--- config.mk ---
export PLATFORM = sky130hd
export DESIGN_NAME = result_buf_wr_flat
export DESIGN_NICKNAME = d
export VERILOG_FILES = /design/src/rtl/mnist_pkg.sv /design/src/rtl/result_buf_wr_if.sv /design/src/rtl/argmax_acc.sv /design/src/rtl/result_buf_wr.sv /design/src/flat_wrapper.sv
export SDC_FILE = /design/constraint.sdc
export NUM_CORES = 1
export LEC_CHECK = 0
export CORE_MARGIN = 2
export CORE_UTILIZATION = 42
export CTS_BUF_LIST = sky130_fd_sc_hd__clkbuf_8 sky130_fd_sc_hd__clkbuf_16
export DETAILED_ROUTE_END_ITERATION = 12
export PLACE_DENSITY = 0.76
export RECOVER_POWER = 25
export SLEW_MARGIN = 15
export SYNTH_ARGS = -nofsm -noshare
export SYNTH_HDL_FRONTEND = slang
export SYNTH_SLANG_ARGS = --single-unit
--- constraint.sdc ---
create_clock -name clk_i -period 2.1 [get_ports clk_i]
set_input_delay 0.315 -clock clk_i [delete_from_list [all_inputs] [get_ports clk_i]]
set_output_delay 0.315 -clock clk_i [all_outputs]
set_load 0.1 [all_outputs]
--- src/rtl/mnist_pkg.sv ---
// mnist_pkg: shared constants, result word layout and FSM encoding for the result buffer writer
package mnist_pkg;
    localparam int NUM_CLASS = 10;
    localparam int LOGIT_W   = 16;
    localparam int CLS_W     = 4;
    localparam int ERR_BIT   = 31;
    localparam int MAX_LSB   = 8;
    localparam int MAX_W     = 16;
    localparam int IDX_LSB   = 0;

    typedef enum logic [1:0] {
        S_IDLE = 2'd0,
        S_RUN  = 2'd1,
        S_WR   = 2'd2,
        S_DONE = 2'd3
    } state_t;

    function automatic logic [31:0] pack_result(input logic err, input logic [MAX_W-1:0] max_v,
                                                input logic [CLS_W-1:0] idx);
        logic [31:0] w;
        w = '0;
        w[ERR_BIT] = err;
        w[MAX_LSB +: MAX_W] = max_v;
        w[IDX_LSB +: CLS_W] = idx;
        return w;
    endfunction
endpackage

--- src/rtl/result_buf_wr_if.sv ---
// result_buf_wr_if: logit stream in, result-buffer write port and status out
interface result_buf_wr_if #(
    parameter int LOGIT_W = mnist_pkg::LOGIT_W,
    parameter int ADDR_W  = 4
);
    logic                      start_i;
    logic                      logit_valid_i;
    logic signed [LOGIT_W-1:0] logit_i;
    logic                      logit_last_i;
    logic                      logit_ready_o;
    logic                      buf_we_o;
    logic [ADDR_W-1:0]         buf_addr_o;
    logic [31:0]               buf_wdata_o;
    logic                      buf_wr_done_o;
    logic                      busy_o;

    modport master (
        output start_i, logit_valid_i, logit_i, logit_last_i,
        input  logit_ready_o, buf_we_o, buf_addr_o, buf_wdata_o, buf_wr_done_o, busy_o
    );

    modport slave (
        input  start_i, logit_valid_i, logit_i, logit_last_i,
        output logit_ready_o, buf_we_o, buf_addr_o, buf_wdata_o, buf_wr_done_o, busy_o
    );
endinterface

--- src/rtl/argmax_acc.sv ---
// argmax_acc: running signed argmax over the logits of one image, with framing error flag
module argmax_acc
    import mnist_pkg::*;
#(
    parameter int LOGIT_W   = mnist_pkg::LOGIT_W,
    parameter int NUM_CLASS = mnist_pkg::NUM_CLASS
) (
    input  logic                      clk_i,
    input  logic                      rst_i,
    input  logic                      clr_i,
    input  logic                      en_i,
    input  logic                      last_i,
    input  logic signed [LOGIT_W-1:0] logit_i,
    output logic                      end_o,
    output logic signed [LOGIT_W-1:0] cur_max_o,
    output logic [CLS_W-1:0]          cur_idx_o,
    output logic                      err_o
);
    logic [CLS_W-1:0] beat_cnt;
    logic             full;
    logic             take;

    // An image ends on last or once the final class slot is filled; first beat always seeds the max
    always_comb begin
        full  = beat_cnt == CLS_W'(NUM_CLASS - 1);
        end_o = en_i && (last_i || full);
        take  = beat_cnt == '0 || logit_i > cur_max_o;
    end

    // Count beats, keep strict-greater max so ties hold the lower index, flag malformed images
    always_ff @(posedge clk_i or posedge rst_i) begin
        if (rst_i) begin
            beat_cnt  <= '0;
            cur_max_o <= '0;
            cur_idx_o <= '0;
            err_o     <= 1'b0;
        end else if (clr_i) begin
            beat_cnt  <= '0;
            cur_max_o <= '0;
            cur_idx_o <= '0;
            err_o     <= 1'b0;
        end else if (en_i) begin
            beat_cnt <= beat_cnt + CLS_W'(1);
            if (take) begin
                cur_max_o <= logit_i;
                cur_idx_o <= beat_cnt;
            end
            if (end_o) err_o <= !(last_i && full);
        end
    end
endmodule

--- src/rtl/result_buf_wr.sv ---
// result_buf_wr: writes one argmax result word per image into the result buffer
module result_buf_wr
    import mnist_pkg::*;
#(
    parameter int NUM_IMG   = 16,
    parameter int NUM_CLASS = mnist_pkg::NUM_CLASS,
    parameter int LOGIT_W   = mnist_pkg::LOGIT_W,
    parameter int ADDR_W    = 4
) (
    input  logic           clk_i,
    input  logic           rst_i,
    result_buf_wr_if.slave bus
);
    state_t                    state, state_n;
    logic [ADDR_W-1:0]         img_cnt;
    logic                      go;
    logic                      frame_end;
    logic                      done_q;
    logic                      acc_end;
    logic                      acc_err;
    logic signed [LOGIT_W-1:0] cur_max;
    logic [CLS_W-1:0]          cur_idx;
    logic [MAX_W-1:0]          max_ext;

    argmax_acc #(.LOGIT_W(LOGIT_W), .NUM_CLASS(NUM_CLASS)) u_acc (
        .clk_i    (clk_i),
        .rst_i    (rst_i),
        .clr_i    (go || state == S_WR),
        .en_i     (bus.logit_valid_i && bus.logit_ready_o),
        .last_i   (bus.logit_last_i),
        .logit_i  (bus.logit_i),
        .end_o    (acc_end),
        .cur_max_o(cur_max),
        .cur_idx_o(cur_idx),
        .err_o    (acc_err)
    );

    // Next state and port strobes; start only counts from IDLE or DONE
    always_comb begin
        go        = bus.start_i && (state == S_IDLE || state == S_DONE);
        frame_end = img_cnt == ADDR_W'(NUM_IMG - 1);
        state_n   = state;
        case (state)
            S_IDLE, S_DONE: state_n = go ? S_RUN : state;
            S_RUN:          state_n = acc_end ? S_WR : S_RUN;
            S_WR:           state_n = frame_end ? S_DONE : S_RUN;
            default:        state_n = S_IDLE;
        endcase
        max_ext           = MAX_W'(cur_max);
        bus.logit_ready_o = state == S_RUN;
        bus.buf_we_o      = state == S_WR;
        bus.busy_o        = state == S_RUN || state == S_WR;
        bus.buf_addr_o    = img_cnt;
        bus.buf_wdata_o   = pack_result(acc_err, max_ext, cur_idx);
        bus.buf_wr_done_o = done_q;
    end

    // State register, image address (held at the last slot once the frame is full) and done pulse
    always_ff @(posedge clk_i or posedge rst_i) begin
        if (rst_i) begin
            state   <= S_IDLE;
            img_cnt <= '0;
            done_q  <= 1'b0;
        end else begin
            state  <= state_n;
            done_q <= state == S_WR && frame_end;
            if (go) img_cnt <= '0;
            else if (state == S_WR && !frame_end) img_cnt <= img_cnt + ADDR_W'(1);
        end
    end
endmodule

--- src/flat_wrapper.sv ---
// flat-port wrapper written by rule: the top's interface ports become plain ports
module result_buf_wr_flat import mnist_pkg::*;
#(
    parameter int NUM_IMG   = 16,
    parameter int NUM_CLASS = mnist_pkg::NUM_CLASS,
    parameter int LOGIT_W   = mnist_pkg::LOGIT_W,
    parameter int ADDR_W    = 4
)
  (clk_i, rst_i, bus_start_i, bus_logit_valid_i, bus_logit_i, bus_logit_last_i, bus_logit_ready_o, bus_buf_we_o, bus_buf_addr_o, bus_buf_wdata_o, bus_buf_wr_done_o, bus_busy_o);
  result_buf_wr_if #(.LOGIT_W(LOGIT_W), .ADDR_W(ADDR_W)) bus_i ();
  input  logic clk_i;
  input  logic rst_i;
  input wire logic [$bits(bus_i.start_i)-1:0] bus_start_i;
  input wire logic [$bits(bus_i.logit_valid_i)-1:0] bus_logit_valid_i;
  input wire logic [$bits(bus_i.logit_i)-1:0] bus_logit_i;
  input wire logic [$bits(bus_i.logit_last_i)-1:0] bus_logit_last_i;
  output wire logic [$bits(bus_i.logit_ready_o)-1:0] bus_logit_ready_o;
  output wire logic [$bits(bus_i.buf_we_o)-1:0] bus_buf_we_o;
  output wire logic [$bits(bus_i.buf_addr_o)-1:0] bus_buf_addr_o;
  output wire logic [$bits(bus_i.buf_wdata_o)-1:0] bus_buf_wdata_o;
  output wire logic [$bits(bus_i.buf_wr_done_o)-1:0] bus_buf_wr_done_o;
  output wire logic [$bits(bus_i.busy_o)-1:0] bus_busy_o;
  assign bus_i.start_i = bus_start_i;
  assign bus_i.logit_valid_i = bus_logit_valid_i;
  assign bus_i.logit_i = bus_logit_i;
  assign bus_i.logit_last_i = bus_logit_last_i;
  assign bus_logit_ready_o = bus_i.logit_ready_o;
  assign bus_buf_we_o = bus_i.buf_we_o;
  assign bus_buf_addr_o = bus_i.buf_addr_o;
  assign bus_buf_wdata_o = bus_i.buf_wdata_o;
  assign bus_buf_wr_done_o = bus_i.buf_wr_done_o;
  assign bus_busy_o = bus_i.busy_o;
  result_buf_wr #(.NUM_IMG(NUM_IMG), .NUM_CLASS(NUM_CLASS), .LOGIT_W(LOGIT_W), .ADDR_W(ADDR_W)) u_core (.clk_i(clk_i), .rst_i(rst_i), .bus(bus_i));
endmodule
==> metrics.txt <==
DRT Pass-1 Iters 4; Root Driver clkbuf_8; Initial DRC Count 50; Ys Warns 0; worst hold margin 0.284 ns; failing checks negative setup slack; Buffers on Ports 49; CP startpoint kind register; worst r2r dst u_core.u_acc.cur_max_o[8]$_DFFE_PP0P_; I/O Pins 61; # DRC 0; Fmax 0.449 GHz; DR vias 1679; Max Cap Viol 0; met2 Usage GRT 0.307; Final Cell Area 0.00301 sq mm; outcome finished, violations left; Final period util 1.06; Yosys top cell area share 0.412; Synth area leader dfrtp_1; Final WS setup -0.127 ns; Routed WL per cell 16.0 um; final WL 5.13 mm; Overflow after GRT 0; number of buffers created by CTS 5; Placeable Area approximately 0.0044 sq mm; Clock Tree Buf Depth 2; Setup violations, final 20; Mapped Area 0.00195 sq mm; fin. max-slew vios 0; Pwr Density 1720 mW/mm^2; clk_lat worst skew 0.29 ns; Max transition margin 0.452; cells after synthesis 190; critical setup path kind register to register; worst vdd ir 0.822 mV; FF+latch count, synth 32; worst r2r src u_core.u_acc.cur_max_o[1]$_DFFE_PP0P_; vias in the first global route 1587; starting density of the core 0.441; htree depth 2; first-pass GRT wire length 7.46 mm; Area growth syn-to-layout 54.9%; Std-Cell Rows 24; die area 0.00519 sq mm; antenna violations before repair 0; GR peak layer met2; gr usage total 0.186; die span in y ~72 um; CTS sink cnt 32; fin util 0.683; met3 usage 0.0444; Die X 72.1 um; placed cell area 0.00266 sq mm; most common cell after layout, fill and taps aside buf_4; setup TNS -2.13 ns; Worst-Margin Slew 0.822 ns; CP Data Required Time ~2.3 ns; fillers 335; reg2reg setup slack -0.13 ns; post-detail-place hpwl 3.29 mm; TritonCTS clock tree yes; RSZ-0062 raised after global routing yes; FF-to-FF path depth 9; Tmin final between 2 and 2.5 ns; Ant. Diodes 0; crit path to u_core.u_acc.cur_max_o[8]$_DFFE_PP0P_; Final Hold Vio Count 0; Pleak between 1 and 1.5 nW; Vias/cell between 5 and 6; Hold Path Class input port to register; critical path arrival 2.41 ns; layout cell share with drive strength beyond 1 0.440; clk slew on worst S/H paths 0.07 ns; crit path launch u_core.u_acc.cur_max_o[1]$_DFFE_PP0P_; syn avg cell area 10.2 sq um; sequential share of the synthesized area 0.412; Synth area leaders dfrtp_1, ha_1, a22o_1, buf_4, inv_1; GR Util met1 0.239; cts hold-fix bufs 0; pin count of the biggest net entering global routing 33; GP Congestion 0.834; DRT antenna net count 0; Nets 310; top fanout value on the critical path 6; Worst Clk Skew approximately 0.0024 ns; Worst Setup End Kind register; commonest cells after routing, fill and taps aside buf_4, a22o_1, inv_1; post-synth cell types 38
[timing repair]
action	CTS	global route
buffers inserted	3	4
cloned	1	0
resized for setup	9	36
endpoints found under the hold margin	0	0
setup endpoints to repair	20	20
pin swaps	26	13
[critical path, cell delays in order (launching register included)]
cell and delay, ns:
dfrtp_4 0.48, inv_2 0.07, ha_4 0.19, nor2b_4 0.12, o211ai_1 0.29, a2111oi_4 0.15, a211oi_2 0.29, o32ai_4 0.17
buf_6 0.16, a22o_1 0.19
[per-layer routing]
layer | routed length (um) | vias up
met2 | 2630 | 50
li1 | - | 796
met5 | 0 | -
met4 | 106 | 0
met3 | 234 | 9
met1 | 2150 | 824
[where the power goes]
group | internal (mW) | switching (mW)
clock | 0.294 | 0.241
combinational | 1.23 | 2.39
sequential | 0.859 | 0.157
[how the worst min path moves through the flow]
| stage | start | end | slack (ns) | cells after the start |
|---|---|---|---|---|
| detailed placement | u_core.u_acc.cur_max_o[2]$_DFFE_PP0P_ | u_core.u_acc.cur_max_o[2]$_DFFE_PP0P_ | 0.52 | 1 |
| finish | bus_logit_i[0] | u_core.u_acc.cur_max_o[0]$_DFFE_PP0P_ | 0.28 | 2 |
| floorplan | bus_start_i | u_core.bus.buf_addr_o[3]$_DFFE_PP0P_ | 0.40 | 1 |
| CTS | rst_i | u_core.u_acc.cur_max_o[6]$_DFFE_PP0P_ | 0.44 | 3 |
| global placement | u_core.u_acc.cur_max_o[8]$_DFFE_PP0P_ | u_core.u_acc.cur_max_o[8]$_DFFE_PP0P_ | 0.51 | 1 |
| global route | bus_logit_i[0] | u_core.u_acc.cur_max_o[0]$_DFFE_PP0P_ | 0.30 | 2 |
[Yosys cell counts (all sizes together)]
library cell	instances
xor2	4
ha	22
nand4	5
inv	24
nand3	3
a2111oi	1
nor3	1
o211a	1
nor2b	1
a211o	1
a22o	21
nand2	12
a32oi	1
a21o	1
and3b	1
o21ai	3
nor2	13
a311oi	1
o2bb2ai	1
nor4bb	1
a21oi	12
o211ai	1
clkbuf	2
o32ai	1
a31oi	1
xnor2	2
or3	1
o31a	1
a211oi	1
buf	15
dfrtp	32
mux2i	1
conb	1
and2	1
[through the flow]
| stage | setup slack, ns | total power, mW | cells |
|---|---|---|---|
| finish | -0.127 | 5.17 | 320 |
| global route | -0.162 | 5.42 | 320 |
| CTS | -0.0678 | 4.94 | 317 |
| detailed placement | -0.503 | 4.26 | 305 |
| global placement | -0.482 | 4.20 | 305 |
| floorplan | -0.178 | 3.47 | 200 |
[cell type report]
| class | instances | area [sq um] | area share |
|---|---|---|---|
| clock buffers | 7 | 96.3 | 0.0320 |
| clock inverters | 1 | 3.75 | 0.00125 |
| inverters | 24 | 90.1 | 0.0299 |
| multi-input cells | 127 | 1190 | 0.395 |
| flip-flops and latches | 32 | 853 | 0.283 |
| well taps | 52 | 65.1 | 0.0216 |
| repair buffers | 77 | 714 | 0.237 |
[cells by family after synthesis]
| logic type | Yosys count | share of synthesized area |
|---|---|---|
| compound gates | 48 | 0.201 |
| buf+inv | 41 | 0.111 |
| simple gates | 39 | 0.101 |
| flops | 32 | 0.412 |
| fa+ha+maj | 22 | 0.141 |
| xor+xnor | 6 | 0.0270 |
| other cells | 1 | 0.00193 |
| mux | 1 | 0.00514 |
[registers in the layout (all words and copies together) (netlist names)]
signal                    flops
u_core.u_acc.cur_max_o       16
u_core.bus.buf_addr_o         4
u_core.u_acc.beat_cnt         4
u_core.u_acc.cur_idx_o        4
u_core.state                  2
u_core.bus.buf_wr_done_o      1
u_core.u_acc.err_o            1
(Power assumes the default switching activity.)
